**config.mk**
```make
export PLATFORM = sky130hd
export DESIGN_NAME = data_mem_arbiter
export DESIGN_NICKNAME = d
export VERILOG_FILES = /design/src/rtl/data_mem_arb_pkg.sv /design/src/rtl/arb_starve_counter.sv /design/src/rtl/data_mem_arbiter.sv
export SDC_FILE = /design/constraint.sdc
export NUM_CORES = 1
export LEC_CHECK = 0
export ABC_AREA = 1
export CORE_AREA = 2 2 120 122
export CTS_CLUSTER_SIZE = 20
export DETAILED_ROUTE_END_ITERATION = 16
export DIE_AREA = 0 0 122 124
export GPL_ROUTABILITY_DRIVEN = 0
export HOLD_SLACK_MARGIN = 0.02
export PLACE_DENSITY = 0.64
export SKIP_LAST_GASP = 1
export SLEW_MARGIN = 20
export SYNTH_ARGS = -nofsm -noshare
export SYNTH_HDL_FRONTEND = slang
export SYNTH_SLANG_ARGS = --single-unit
```
**constraint.sdc**
```tcl
create_clock -name clk -period 2.45 [get_ports clk]
set_clock_uncertainty 0.15 [all_clocks]
set_input_delay 0.735 -clock clk [delete_from_list [all_inputs] [get_ports clk]]
set_output_delay 0.735 -clock clk [all_outputs]
set_load 0.02 [all_outputs]
```
**src/rtl/data_mem_arb_pkg.sv**
```systemverilog
// Shared types for the data memory arbiter: FSM state, read-response owner
// and the request bundle steered onto the memory port.
package data_mem_arb_pkg;

  localparam int unsigned ARB_MAX_ADDR_WIDTH = 32;
  localparam int unsigned ARB_MAX_DATA_WIDTH = 32;
  localparam int unsigned STARVE_CNT_WIDTH   = 8;

  typedef enum logic [0:0] {
    ARB   = 1'b0,
    LOCK1 = 1'b1
  } arb_state_e;

  typedef enum logic [0:0] {
    OWNER_M0 = 1'b0,
    OWNER_M1 = 1'b1
  } owner_e;

  // Sized for the widest supported configuration; narrower ones use the low bits.
  typedef struct packed {
    logic                              we;
    logic [ARB_MAX_ADDR_WIDTH-1:0]     addr;
    logic [ARB_MAX_DATA_WIDTH-1:0]     wdata;
    logic [ARB_MAX_DATA_WIDTH/8-1:0]   be;
  } mem_req_t;

endpackage

```
**src/rtl/arb_starve_counter.sv**
```systemverilog
// Saturating count of consecutive cycles port 1 was denied; limit_hit
// tells the arbiter to force port 1 through.
module arb_starve_counter
  import data_mem_arb_pkg::*;
#(
  parameter int unsigned STARVE_LIMIT = 4
) (
  input  logic clk,
  input  logic rst,
  input  logic inc,
  input  logic clr,
  output logic limit_hit
);

  localparam logic [STARVE_CNT_WIDTH-1:0] LIMIT_C = STARVE_CNT_WIDTH'(STARVE_LIMIT);
  localparam logic [STARVE_CNT_WIDTH-1:0] ONE_C   = STARVE_CNT_WIDTH'(1);

  logic [STARVE_CNT_WIDTH-1:0] count_r;

  // Clear has priority over increment; the count sticks at the limit.
  always_ff @(posedge clk) begin
    if (!rst) begin
      count_r <= {STARVE_CNT_WIDTH{1'b0}};
    end else if (clr) begin
      count_r <= {STARVE_CNT_WIDTH{1'b0}};
    end else if (inc && (count_r != LIMIT_C)) begin
      count_r <= count_r + ONE_C;
    end else begin
      count_r <= count_r;
    end
  end

  assign limit_hit = (count_r == LIMIT_C);

endmodule

```
**src/rtl/data_mem_arbiter.sv**
```systemverilog
// Shares a single-port data memory between the core (port 0, priority) and a
// debug/loader master (port 1, starvation-protected, burst lockable).
module data_mem_arbiter
  import data_mem_arb_pkg::*;
#(
  parameter int unsigned ADDR_WIDTH   = 32,
  parameter int unsigned DATA_WIDTH   = 32,
  parameter int unsigned STARVE_LIMIT = 4
) (
  input  logic                    clk,
  input  logic                    rst,
  input  logic                    m0_req,
  input  logic                    m0_we,
  input  logic [ADDR_WIDTH-1:0]   m0_addr,
  input  logic [DATA_WIDTH-1:0]   m0_wdata,
  input  logic [DATA_WIDTH/8-1:0] m0_be,
  output logic                    m0_gnt,
  output logic                    m0_rvalid,
  output logic [DATA_WIDTH-1:0]   m0_rdata,
  input  logic                    m1_req,
  input  logic                    m1_we,
  input  logic [ADDR_WIDTH-1:0]   m1_addr,
  input  logic [DATA_WIDTH-1:0]   m1_wdata,
  input  logic [DATA_WIDTH/8-1:0] m1_be,
  input  logic                    m1_lock,
  output logic                    m1_gnt,
  output logic                    m1_rvalid,
  output logic [DATA_WIDTH-1:0]   m1_rdata,
  output logic                    mem_en,
  output logic                    mem_we,
  output logic [ADDR_WIDTH-1:0]   mem_addr,
  output logic [DATA_WIDTH-1:0]   mem_wdata,
  output logic [DATA_WIDTH/8-1:0] mem_be,
  input  logic [DATA_WIDTH-1:0]   mem_rdata,
  output logic                    busy
);

  localparam int unsigned BE_WIDTH = DATA_WIDTH / 8;

  arb_state_e state_r, state_nxt_s;
  owner_e     owner_r;
  logic       pend_r;
  logic       gnt0_s, gnt1_s, mem_en_s;
  logic       limit_hit_s, starve_inc_s, starve_clr_s;
  mem_req_t   sel_s;

  assign starve_inc_s = m1_req & ~gnt1_s;
  assign starve_clr_s = gnt1_s | ~m1_req | (state_r == LOCK1);

  arb_starve_counter #(
    .STARVE_LIMIT (STARVE_LIMIT)
  ) u_starve (
    .clk       (clk),
    .rst       (rst),
    .inc       (starve_inc_s),
    .clr       (starve_clr_s),
    .limit_hit (limit_hit_s)
  );

  // Grant decision: port 0 first, port 1 when alone, starved, or holding the lock.
  always_comb begin
    gnt0_s = 1'b0;
    gnt1_s = 1'b0;
    if (!rst) begin
      gnt0_s = 1'b0;
      gnt1_s = 1'b0;
    end else begin
      case (state_r)
        ARB: begin
          if (m1_req && (!m0_req || limit_hit_s)) begin
            gnt1_s = 1'b1;
          end else begin
            gnt0_s = m0_req;
          end
        end
        LOCK1:   gnt1_s = m1_req;
        default: begin
          gnt0_s = 1'b0;
          gnt1_s = 1'b0;
        end
      endcase
    end
  end

  // Lock is taken on a locked port 1 grant and released when m1_lock drops.
  always_comb begin
    state_nxt_s = state_r;
    case (state_r)
      ARB: begin
        if (gnt1_s && m1_lock) state_nxt_s = LOCK1;
        else                   state_nxt_s = ARB;
      end
      LOCK1: begin
        if (!m1_lock) state_nxt_s = ARB;
        else          state_nxt_s = LOCK1;
      end
      default: state_nxt_s = ARB;
    endcase
  end

  // Steer the granted master onto the memory port; idle port is all zero.
  always_comb begin
    sel_s = '0;
    if (gnt1_s) begin
      sel_s.we                    = m1_we;
      sel_s.addr[ADDR_WIDTH-1:0]  = m1_addr;
      sel_s.wdata[DATA_WIDTH-1:0] = m1_wdata;
      sel_s.be[BE_WIDTH-1:0]      = m1_be;
    end else if (gnt0_s) begin
      sel_s.we                    = m0_we;
      sel_s.addr[ADDR_WIDTH-1:0]  = m0_addr;
      sel_s.wdata[DATA_WIDTH-1:0] = m0_wdata;
      sel_s.be[BE_WIDTH-1:0]      = m0_be;
    end else begin
      sel_s = '0;
    end
  end

  assign mem_en_s  = gnt0_s | gnt1_s;
  assign mem_en    = mem_en_s;
  assign mem_we    = sel_s.we;
  assign mem_addr  = sel_s.addr[ADDR_WIDTH-1:0];
  assign mem_wdata = sel_s.wdata[DATA_WIDTH-1:0];
  assign mem_be    = sel_s.be[BE_WIDTH-1:0];
  assign m0_gnt    = gnt0_s;
  assign m1_gnt    = gnt1_s;

  // FSM state and the owner of the read whose data returns next cycle.
  always_ff @(posedge clk) begin
    if (!rst) begin
      state_r <= ARB;
      pend_r  <= 1'b0;
      owner_r <= OWNER_M0;
    end else begin
      state_r <= state_nxt_s;
      pend_r  <= mem_en_s & ~sel_s.we;
      if (mem_en_s) owner_r <= gnt1_s ? OWNER_M1 : OWNER_M0;
      else          owner_r <= owner_r;
    end
  end

  // Route the memory's registered read data to the master that issued it.
  always_comb begin
    m0_rvalid = 1'b0;
    m1_rvalid = 1'b0;
    m0_rdata  = {DATA_WIDTH{1'b0}};
    m1_rdata  = {DATA_WIDTH{1'b0}};
    if (rst && pend_r) begin
      if (owner_r == OWNER_M1) begin
        m1_rvalid = 1'b1;
        m1_rdata  = mem_rdata;
      end else begin
        m0_rvalid = 1'b1;
        m0_rdata  = mem_rdata;
      end
    end else begin
      m0_rvalid = 1'b0;
      m1_rvalid = 1'b0;
    end
  end

  assign busy = rst & ((state_r == LOCK1) | pend_r);

endmodule
```
==> reports/metrics.csv, run 1 <==
metric,value,unit
power.switching,0.000650,W
cp_data_required_time,1.56,ns
path_delay_family,buffers and inverters,
ys_seq_elements,11,
viasPerCell,4.10,
p_clk_share,17.1,%
synth_edf_count,0,
synth-seq-area-share,11.3,%
htreeDepth,1,
critPathMaxStageDelay,0.32,ns
synth_cells,427,
p_comb_share,72.2,%
ir_drop,0.197,mV
core_area,0.0137,mm^2
setup.worst_path.start,u_starve.count_r[1],
yosys_warnings,0,
violations,negative setup slack,
cts_root_buffer,clkbuf_16,
slew_viol_final,0,
power.density,227,mW/mm^2
synth.cells.most_frequent,"nand2_1 (229), nor2_1 (75), inv_1 (52), nand3_1 (16), dfxtp_1 (11)",
period_share,114,%
worstMarginPinSlew,0.451,ns
syn_nets,604,
min_to,u_starve.count_r[5],
path_max_fanout,7,
antenna_found_initial,0,
max_freq,0.358,GHz
cts_made_buffers,3,
drt-total-wl,15500,um
outcome,"finished, violations left",
crit_slowest_cell,dfxtp_2,
power_frac_seq,10.7,%
setup_viol,125,
rsz0062_at_grt,yes,
holdCritStartpoint,u_starve.count_r[5],
antenna_cells,0,
ant_nets,0,
holdBufCountCts,0,
grt_pass1_vias,3887,
rows,43,
fin_util,57.3,%
syn_area,0.00196,mm^2
swShare,36.4,%
die_h,124,um
hold_depth,2,
slew-limit-headroom,69.8,%
synth.distinct_cells,26,
grt.overflow.total,0,
drt-pass1-iter-count,4,
drc,0,
grt_usage,17.4,%
synth-async-reset-ratio,0,%
yosysTopAreaCell,nand2_1,
final_nets,1014,
rr_worst_depth,10,
yosys.area.top_type_share,43.9,%
worstPathArrival,1.90,ns
hold_violations,0,
drv_cap,0,
r2r_start,u_starve.count_r[1],
cts.sinks,11,
internal_power,0.00114,W
fp.dieW,122,um
crit_path_start_kind,flip-flop,
cts.path.max_buffers,2,
syn2layout_area_growth,301,%
grt_pass1_wl,20400,um
dieArea,0.0151,mm^2
drt_iter0_drc,123,
r2r-end,u_starve.count_r[1],
worstSetupEndpointType,primary output,
port_buffers,313,
dp_hpwl,10000,um
clkTransAtPathRegs,0.04,ns
synth-main-ff-cell,dfxtp_1,
fin_hold_ws,0.349,ns
worst_slack,-0.340,ns
fillers,1188,
io_pins,314,
critical_path_class,flip-flop to primary output,
min_period,2.79,ns
hold_class,flip-flop to flip-flop,
clock_latency,0.24,ns
initial_core_util,14.3,%
path_depth,14,
power_leakage,3.86,nW
crit_path_frequent_cell,nand2_2,
cts_tree,yes,
ff2ff_setup_slack,0.72,ns
syn_area_per_cell,4.58,um^2
cp_cell_sequence,inv_2 > ha_4 > buf_6 > nand3_4 > nor2_4 > nand2_2 > nand2_4 > inv_6 > buf_12 > buf_16 > buf_8 > nand2_2 > nand2_2 > buf_6,
grt_max_degree,22,
synth_area_leaders,"nand2_1 (44%), nor2_1 (14%), dfxtp_1 (11%)",
yosysMostFrequentCell,nand2_1,
path_buf_inv,7,
avgRoutedWirePerCell,15.2,um
drive_gt1_share,55.5,%
vias,4164,
[tightest hold or removal path: cells and delay by family (launching register included)]
family / cells / cell delay, ns
AO/OA/AOI/OAI: 1 / 0.07
buffers and inverters: 1 / 0.07
flip-flops: 1 / 0.31
[final cells by class]
class                      count  area [um^2]  area share, %
clock buffer                   4         78.8           1.00
inverter                      57          243           3.09
multi-input combinational    339         2340           29.8
sequential                    11          224           2.85
tap                          180          225           2.87
timing repair buffer         425         4740           60.4
[routing by layer]
metal	share of wire, %	track usage [%]	up-vias	routed length, um
met5	0	0	-	0
met3	8.7	4.76	19	1350
met2	54	33.0	203	8370
li1	-	-	2074	-
met1	35	19.7	1868	5470
met4	1.7	2.95	0	262
[power by group through the flow]
stage	clock network [W]	logic [W]	registers, W
floorplan	0	0.000346	0.000192
global route	0.000319	0.00136	0.000192
detailed placement	0	0.000907	0.000192
CTS	0.000308	0.00116	0.000191
finish	0.000305	0.00129	0.000192
global placement	0	0.000906	0.000192
[registers in the layout (all words and copies together), names as in the netlist]
register,cells
pend_r,1
u_starve.count_r,8
state_r,1
owner_r,1
[stage by stage]
| step | worst slack (ns) | area, um^2 | instances | setup TNS [ns] | power (W) |
|---|---|---|---|---|---|
| finish | -0.340 | 7860 | 1016 | -21.47 | 0.00179 |
| detailed placement | -1.13 | 5790 | 938 | -137.07 | 0.00110 |
| global route | -0.430 | 7860 | 1016 | -30.12 | 0.00187 |
| global placement | -1.12 | 5790 | 938 | -134.90 | 0.00110 |
| floorplan | -0.00555 | 2210 | 427 | -0.0555 | 0.000538 |
| CTS | -0.349 | 6940 | 1002 | -21.01 | 0.00165 |
[cell usage in the layout (no fill, tap or decap), drive strengths merged]
cell / count
buf: 250
nand2: 232
clkdlybuf4s50: 170
nor2: 75
inv: 56
nand3: 16
dfxtp: 11
clkbuf: 7
a21oi: 6
dlygate4sd2: 2
ha: 2
nor3: 1
clkinv: 1
o21ai: 1
o211ai: 1
nand4: 1
a21boi: 1
xor2: 1
o2111ai: 1
o21bai: 1
[repair_timing]
item | in CTS | in global routing
gates cloned | 16 | 4
pin swaps | 24 | 49
setup endpoints to repair | 139 | 124
buffers inserted | 44 | 14
resized for setup | 823 | 268
[worst max-delay path by stage]
stage	to	slack [ns]
detailed placement	mem_wdata[26]	-1.13
finish	mem_wdata[30]	-0.34
CTS	mem_wdata[26]	-0.35
floorplan	mem_addr[13]	-0.006
global route	mem_wdata[30]	-0.43
global placement	mem_wdata[26]	-1.12
[cells by family (layout without fill, tap and decap cells)]
family                     after synthesis  after routing  synth area share [%]
DFF                                     11             11                  11.3
buffers and inverters                   77            486                  18.5
adders and majority gates                2              2                  1.28
xor gates and xnor gates                 1              1                 0.448
AOI/OAI and AO/OA                       11             11                  3.39
and+or+nand+nor                        325            325                  65.2
Note: power is estimated with default switching activity, not from simulation.
==> run 2: changes to the inputs <==
--- a/config.mk
+++ b/config.mk
@@ -12,7 +12,6 @@
 export DIE_AREA = 0 0 122 124
 export GPL_ROUTABILITY_DRIVEN = 0
 export HOLD_SLACK_MARGIN = 0.02
-export PLACE_DENSITY = 0.64
 export SKIP_LAST_GASP = 1
 export SLEW_MARGIN = 20
 export SYNTH_ARGS = -nofsm -noshare
==> run 2 against run 1 <==
Against the previous run:
- the run still ends with negative setup slack left
- sequential cell count stayed put
- sequential share of layout area hardly changed
- global-route usage is 0.74 points lower
- first-iteration DRC count is 54% lower
- setup slack better by 0.047 ns
- critical path depth is 3 lower
==> reports/metrics.csv, run 2 (synthesis results as in run 1) <==
metric,value,unit,change
cp_data_required_time,1.56,ns,about the same
final_cell_mix,"clkdlybuf4s50_1 (170), buf_6 (149), nand2_1 (106)",,
drt_iter0_drc,56,,-54%
syn2layout_area_growth,300,%,
p_total,0.00176,W,-1.5%
dieArea,0.0151,mm^2,unchanged
viasPerCell,4.11,,+0.20%
final_cell_area,0.00782,mm^2,-0.43%
power_leakage,3.84,nW,-0.56%
clock_latency,0.24,ns,about the same
grt.overflow.total,0,,unchanged
initial_core_util,14.3,%,unchanged
cts_made_buffers,3,,unchanged
die_h,124,um,unchanged
fin_util,57.0,%,-0.25 points
grt_usage,16.7,%,-0.74 points
hold_violations,0,,unchanged
crit_path_start_kind,input pin,,
r2r_start,u_starve.count_r[0],,
slew_viol_final,0,,unchanged
grt_max_degree,21,,-4.5%
hold_class,flip-flop to flip-flop,,
worstMarginPinSlew,0.221,ns,-0.230 ns
placed_area,0.00581,mm^2,+0.30%
path_max_fanout,8,,+1
drc,0,,unchanged
violations,negative setup slack,,
setup_viol,135,,+8.0%
vias,4078,,-2.1%
final_nets,990,,-2.4%
cts.path.max_buffers,2,,unchanged
worstSetupEndpointType,primary output,,
route.layer.met1.wl,5380,um,-1.6%
grt_pass1_vias,3839,,-1.2%
worst_slack,-0.293,ns,+0.0469 ns
clkTransAtPathRegs,0.04,ns,about the same
r2r-end,u_starve.count_r[1],,
holdBufCountCts,0,,unchanged
drt-total-wl,15000,um,-3.2%
largest_register_ffs,8,,unchanged
min_period,2.74,ns,-0.0469 ns
slew-limit-headroom,85.2,%,+15 points
ff2ff_setup_slack,0.83,ns,+0.11 ns
cp-endpoint,mem_addr[25],,
max_freq,0.365,GHz,+1.7%
critical_path_class,input pin to primary output,,
cts_root_buffer,clkbuf_16,,
rows,43,,unchanged
port_buffers,313,,unchanged
wl_met3,1050,um,-22%
avgRoutedWirePerCell,15.1,um,-0.98%
rr_worst_depth,10,,unchanged
power.density,225,mW/mm^2,-1.1%
cts.sinks,11,,unchanged
htreeDepth,1,,unchanged
io_pins,314,,unchanged
cts_tree,yes,,
grt_pass1_wl,19900,um,-2.6%
routed.top_layer,met4,,
wl_met2,8440,um,+0.76%
final_common_cell,clkdlybuf4s50_1,,
antenna_found_initial,1,,+1
setup.worst_path.start,m0_req,,
ant_nets,0,,unchanged
worstPathArrival,1.86,ns,-0.04 ns
fp.dieW,122,um,unchanged
dp_hpwl,9600,um,-4.2%
drv_cap,0,,unchanged
drive_gt1_share,54.4,%,-1.1 points
outcome,"finished, violations left",,
top_register,u_starve.count_r,,
ir_drop,0.243,mV,+23%
rsz0062_at_grt,yes,,
holdCritStartpoint,u_starve.count_r[5],,
core_area,0.0137,mm^2,unchanged
drt-pass1-iter-count,5,,+1
period_share,112,%,-1.9 points
[run 2: cell count changes in the layout (fill, tap and decap cells not counted), moves of 3 or more]
| cell | change |
|---|---|
| buf_12 | -4 |
| buf_16 | -3 |
| buf_2 | -15 |
| buf_4 | -3 |
| buf_6 | +3 |
| buf_8 | -3 |
| inv_1 | +5 |
| inv_2 | -6 |
| nand2_1 | +5 |
| nand2_2 | -28 |
| nand2_4 | +23 |
| nor2_1 | -13 |
| nor2_4 | +13 |
[run 2: how the worst min path moves through the flow]
stage / endpoint / slack (ns) / cells past startpoint
5_1_grt: u_starve.count_r[5] / 0.36 / 2
3_3_place_gp: u_starve.count_r[5] / 0.32 / 2
2_1_floorplan: u_starve.count_r[4] / 0.32 / 2
3_5_place_dp: u_starve.count_r[5] / 0.32 / 2
6_report: u_starve.count_r[5] / 0.33 / 2
4_1_cts: u_starve.count_r[5] / 0.33 / 2
[run 2: area by class of cell]
type / instances / area (um^2)
well taps: 180 / 225
clock buffers: 4 / 78.8
flip-flops and latches: 11 / 223
diodes: 1 / 2.50
repair buffers: 401 / 4510
inverters: 57 / 250
fillers: 1194 / 5900
multi-input cells: 339 / 2530
[run 2: repair_timing]
action | in CTS | in global routing
gates cloned | 14 | 5
endpoints found under the setup margin | 139 | 138
buffers inserted | 23 | 18
gates resized for setup | 890 | 261
pin swaps | 37 | 58
[run 2: worst max-delay path: stages]
cell and delay, ns:
buf_8 0.08, inv_6 0.03, nor3_4 0.21, nand2_4 0.10, inv_8 0.08, buf_12 0.10, buf_12 0.12, buf_16 0.16
nand2_4 0.05, nand2_2 0.05, buf_6 0.11
[run 2: stage by stage]
step           setup TNS (ns)  hold WS (ns)  instances  setup WS [ns]
6_report               -21.24         0.326        993         -0.293
5_1_grt                -28.50         0.358        993         -0.361
4_1_cts                -20.73         0.325        979         -0.291
3_5_place_dp          -137.10         0.318        938          -1.11
3_3_place_gp          -137.04         0.319        938          -1.11
2_1_floorplan         -0.0555         0.316        427       -0.00555
[run 2: power by group]
group	internal (W)	switching, W	total, W
logic	0.000700	0.000562	0.00126
registers	0.000185	0.00000665	0.000192
clock network	0.000219	0.0000861	0.000305
[run 2: layer usage]
metal  GRT usage, %  vias up
met4           1.51        0
li1               -     2027
met2           32.4      177
met1           19.2     1867
met5              0        -
met3           3.62        7
